===== config.mk =====
export PLATFORM = sky130hd
export DESIGN_NAME = uart_tx
export DESIGN_NICKNAME = d
export VERILOG_FILES = /design/src/rtl/uart_pkg.sv /design/src/rtl/uart_parity_calc.sv /design/src/rtl/uart_tx.sv
export SDC_FILE = /design/constraint.sdc
export NUM_CORES = 1
export LEC_CHECK = 0
export CORE_MARGIN = 2
export CORE_UTILIZATION = 35
export CTS_CLUSTER_SIZE = 24
export DETAILED_ROUTE_END_ITERATION = 8
export PLACE_DENSITY = 0.64
export SKIP_CTS_REPAIR_TIMING = 1
export SYNTH_ARGS = -nofsm -noshare
export SYNTH_HDL_FRONTEND = slang
export SYNTH_SLANG_ARGS = --single-unit

===== constraint.sdc =====
create_clock -name CLK -period 3.2 [get_ports CLK]
set_input_delay 0.96 -clock CLK [delete_from_list [all_inputs] [get_ports CLK]]
set_output_delay 0.96 -clock CLK [all_outputs]
set_load 0.005 [all_outputs]

===== src/rtl/uart_pkg.sv =====
// Shared types and line-level constants for the UART transmitter.
// Latency: n/a (declarations only).
// Backpressure: n/a (declarations only).
package uart_pkg;

  typedef enum logic [2:0] {
    IDLE,
    START,
    DATA,
    PARITY,
    STOP
  } state_t;

  localparam logic START_BIT = 1'b0;
  localparam logic STOP_BIT  = 1'b1;
  localparam logic PAR_EVEN  = 1'b0;
  localparam logic PAR_ODD   = 1'b1;

endpackage


===== src/rtl/uart_parity_calc.sv =====
// Parity bit for a captured data word; even or odd selected by par_typ.
// Latency: combinational, zero cycles.
// Backpressure: none, pure function of its inputs.
module uart_parity_calc
  import uart_pkg::*;
#(
  parameter int WIDTH = 8
) (
  input  logic [WIDTH-1:0] data,
  input  logic             par_typ,
  output logic             par_bit
);

  // Even parity is the plain XOR reduction; odd parity is its complement.
  assign par_bit = (^data) ^ (par_typ == PAR_ODD);

endmodule


===== src/rtl/uart_tx.sv =====
// Serial UART transmitter: start, 8 data bits LSB first, optional parity, stop.
// Latency: start bit on the line from the edge that captures Data_Valid; 10/11 cycle frame.
// Backpressure: busy high during a frame; Data_Valid outside IDLE is dropped, not queued.
module uart_tx
  import uart_pkg::*;
#(
  parameter int DATA_WIDTH = 8
) (
  input  logic                  CLK,
  input  logic                  RST,
  input  logic [DATA_WIDTH-1:0] P_DATA,
  input  logic                  Data_Valid,
  input  logic                  PAR_EN,
  input  logic                  PAR_TYP,
  output logic                  TX_OUT,
  output logic                  busy
);

  localparam int IDX_W = (DATA_WIDTH > 1) ? $clog2(DATA_WIDTH) : 1;
  localparam logic [IDX_W-1:0] LAST_IDX = IDX_W'(DATA_WIDTH - 1);

  state_t                  state;
  state_t                  next_state;
  logic [IDX_W-1:0]        idx;
  logic [DATA_WIDTH-1:0]   data_reg;
  logic                    par_en_reg;
  logic                    par_typ_reg;
  logic                    par_bit;

  uart_parity_calc #(
    .WIDTH (DATA_WIDTH)
  ) u_parity (
    .data    (data_reg),
    .par_typ (par_typ_reg),
    .par_bit (par_bit)
  );

  // State register; reset aborts any frame at once.
  always_ff @(posedge CLK or posedge RST) begin
    if (RST) begin
      state <= IDLE;
    end else begin
      state <= next_state;
    end
  end

  // Capture the request only while idle so in-flight frames are immune to
  // input changes; the index runs only in DATA and sits at zero elsewhere.
  always_ff @(posedge CLK or posedge RST) begin
    if (RST) begin
      data_reg    <= '0;
      par_en_reg  <= 1'b0;
      par_typ_reg <= PAR_EVEN;
      idx         <= '0;
    end else begin
      if (state == IDLE && Data_Valid) begin
        data_reg    <= P_DATA;
        par_en_reg  <= PAR_EN;
        par_typ_reg <= PAR_TYP;
      end
      if (state == DATA) begin
        idx <= idx + 1'b1;
      end else begin
        idx <= '0;
      end
    end
  end

  // Next state and output mux, decoded from registered state/data/index only.
  always_comb begin
    next_state = state;
    TX_OUT     = STOP_BIT;
    busy       = 1'b1;
    case (state)
      IDLE: begin
        busy = 1'b0;
        if (Data_Valid) begin
          next_state = START;
        end
      end
      START: begin
        TX_OUT     = START_BIT;
        next_state = DATA;
      end
      DATA: begin
        TX_OUT = data_reg[idx];
        if (idx == LAST_IDX) begin
          next_state = par_en_reg ? PARITY : STOP;
        end
      end
      PARITY: begin
        TX_OUT     = par_bit;
        next_state = STOP;
      end
      STOP: begin
        next_state = IDLE;
      end
      default: begin
        busy       = 1'b0;
        next_state = IDLE;
      end
    endcase
  end

endmodule


==> key figures <==
Run status
  – Status: complete, no violations

Global route
  – Largest net degree at the start of global routing: 17
  – Initial antenna violation count: 0
  – First-pass GRT wire length: 2442 um
  – GRT Total Usage: 12.71%
  – M2 GR Usage: 18.35%
  – Met3 usage: under 10%
  – GRT met1 Usage: 17.25%
  – Global-route layer with the greatest usage: met2
  – Vias in the first global route: approximately 550
  – GR Overflow Total: 0

Critical path
  – R2R depth: 3
  – Worst reg2reg startpoint: state[0]
  – Register-to-Register Setup Slack: approximately 1500 ps
  – Worst r2r dst: data_reg[7]
  – Critical Path Source Type: register
  – Crit Path Category: register to primary output
  – Crit path launch: data_reg[3]
  – Arrival time worst endpoint: 1840 ps
  – Worst setup EP type: primary output
  – Critical path peak fanout: 3
  – Worst setup path end: TX_OUT
  – Worst Path Required: 2240 ps

Floorplan
  – Initial cell density of the core: a little under two fifths
  – IO Count: 15
  – Die width: 52.09 um
  – Die extent in y: 52.09 um
  – DIE AREA: roughly 2700 um^2
  – FP Rows: 17
  – Core area: 2191 um^2

Timing
  – RSZ-0062 raised after global routing: false
  – Worst hold slack: a little under 500 ps
  – Slew @ Worst Pin: ~610 ps
  – Slew HR: between 50% and 60%
  – Final Hold Violating Endpoints: 0
  – Fin crit period: 2799 ps
  – TNS Setup: 0 ps
  – Pins over their slew limit: 0
  – Period utilisation layout: between 80% and 90%
  – Post-route setup slack: 400.7 ps
  – Layout Skew: approximately 1.8 ps
  – Final setup viols: 0
  – Fmax: 0.3572 GHz

Clock network
  – TritonCTS Sinks: 16
  – Reg clk slew, reported paths: approximately 100 ps
  – CTS tree: built
  – CTS Buffer Depth: 2
  – Clock insertion delay at the later pin of the skew report: approximately 290 ps
  – Clock buffer count from CTS: 3
  – Root Driver: clkbuf_4
  – H-tree levels: 1

Synth
  – Synth Warn #: 0
  – Synth Cell Area: between 800 and 900 um^2
  – Syn Nets: slightly below 80
  – Distinct cell type count after synthesis: 26
  – Mean Syn Cell Area: 12.65 um^2
  – Post-Synthesis Cells: 64
  – Seq/Total Area, Yosys: between 40% and 50%
  – FF+latch count, synth: 16

Routing
  – # DRC: 0
  – Final WL: between 1000 and 1500 um
  – ANT nets after route: 0
  – Via-to-Cell Ratio: 4.916
  – TritonRoute pass-1 iters: 2
  – Avg WL per Cell: 13.21 um
  – Iter 0 DRT Violations: 5
  – Routed vias: around 530

Placed design
  – Detailed Place HPWL: between 1000 and 1500 um
  – Dpl cells: just over 100
  – Final GP Congestion: approximately 0.7
  – DP Area: roughly 970 um^2
  – PortBufs: 14
  – Pre-CTS setup slack: 386.7 ps

Power
  – Lkg Pwr: around 0.44 nW
  – Total power: 1.011 mW
  – IR drop worst, VDD: between 0.4 and 0.5 mV
  – Pwr dens: 988.6 nW/um^2

Finish
  – Flip-flop count of the largest register after layout: 8
  – # nets final: 95
  – Final instance area: between 1000 and 1500 um^2
  – Commonest non-fill, non-tap cell in the layout: dfrtp_1
  – Final core occ: 46.66%
  – Area growth, synth to finish: 26.28%
  – Finished Layout Cells: ~110
  – Commonest non-fill, non-tap cells in the layout: dfrtp_1, clkdlybuf4s50_1, mux2_2
  – Fillers: 209
  – Layout cells sized above 1: 21.52%
  – ANT cells: 0

Worst hold path
  – Worst hold path type: register to register
  – HP Start: idx[0]
  – Hold Path Stages: 1

Run
  – Max Cap Viol: 0
power by group:
group	total [mW]	switching [mW]	internal (mW)
clock	0.137	0.0681	0.0694
sequential	0.396	0.104	0.292
combinational	0.477	0.177	0.300
layer usage:
metal	up-vias	share of wire (%)	wire length (um)
met3	5	1.6	23
met4	0	3.0	43
met5	-	0	0
li1	255	-	-
met1	258	48	685
met2	8	47	661
worst max-delay path, stage by stage (launching register included):
cell and delay (ps):
dfrtp_1 420, xnor2_1 170, xnor3_1 470, a41oi_2 210, o311ai_2 120, dlymetal6s2s_1 160
worst min path at each step:
stage | end
floorplan | idx[0]
finish | idx[0]
global route | idx[0]
global placement | idx[0]
CTS | idx[0]
detailed placement | idx[0]
synth_stat cells (all sizes together):
library cell	count	area share, %
mux4	2	6.0
clkbuf	1	0.46
nor2b	1	0.77
mux2	10	14
ha	2	3.1
o21ai	2	1.2
nor3b	1	0.93
buf	2	1.5
a41oi	1	1.1
a31oi	1	0.77
xnor3	1	2.8
inv	3	1.4
and3	2	1.5
o311ai	1	1.1
nor2	4	1.9
dfrtp	16	49
and2	1	0.77
a21o	1	0.93
mux2i	1	1.2
a21oi	1	0.62
nor3	1	0.62
xnor2	5	5.4
xor2	1	1.1
nand2	3	1.4
cell families after synthesis:
logic type | after synthesis | share of synthesized area, %
buffers and inverters | 6 | 3.400
xor gates and xnor gates | 7 | 9.273
DFF | 16 | 49.46
AOI/OAI and AO/OA | 7 | 5.719
muxes | 13 | 21.18
adders and majority gates | 2 | 3.091
and+or+nand+nor | 13 | 7.882
layout make-up:
cell class | instances | area, um^2 | share of cell area (%)
tap | 28 | 35.03 | 3.427
sequential | 16 | 400.4 | 39.17
inverter | 3 | 11.26 | 1.102
multi-input combinational | 42 | 396.6 | 38.80
timing repair buffer | 14 | 142.6 | 13.95
clock buffer | 4 | 36.28 | 3.550
Power figures use the tool's default switching activity.
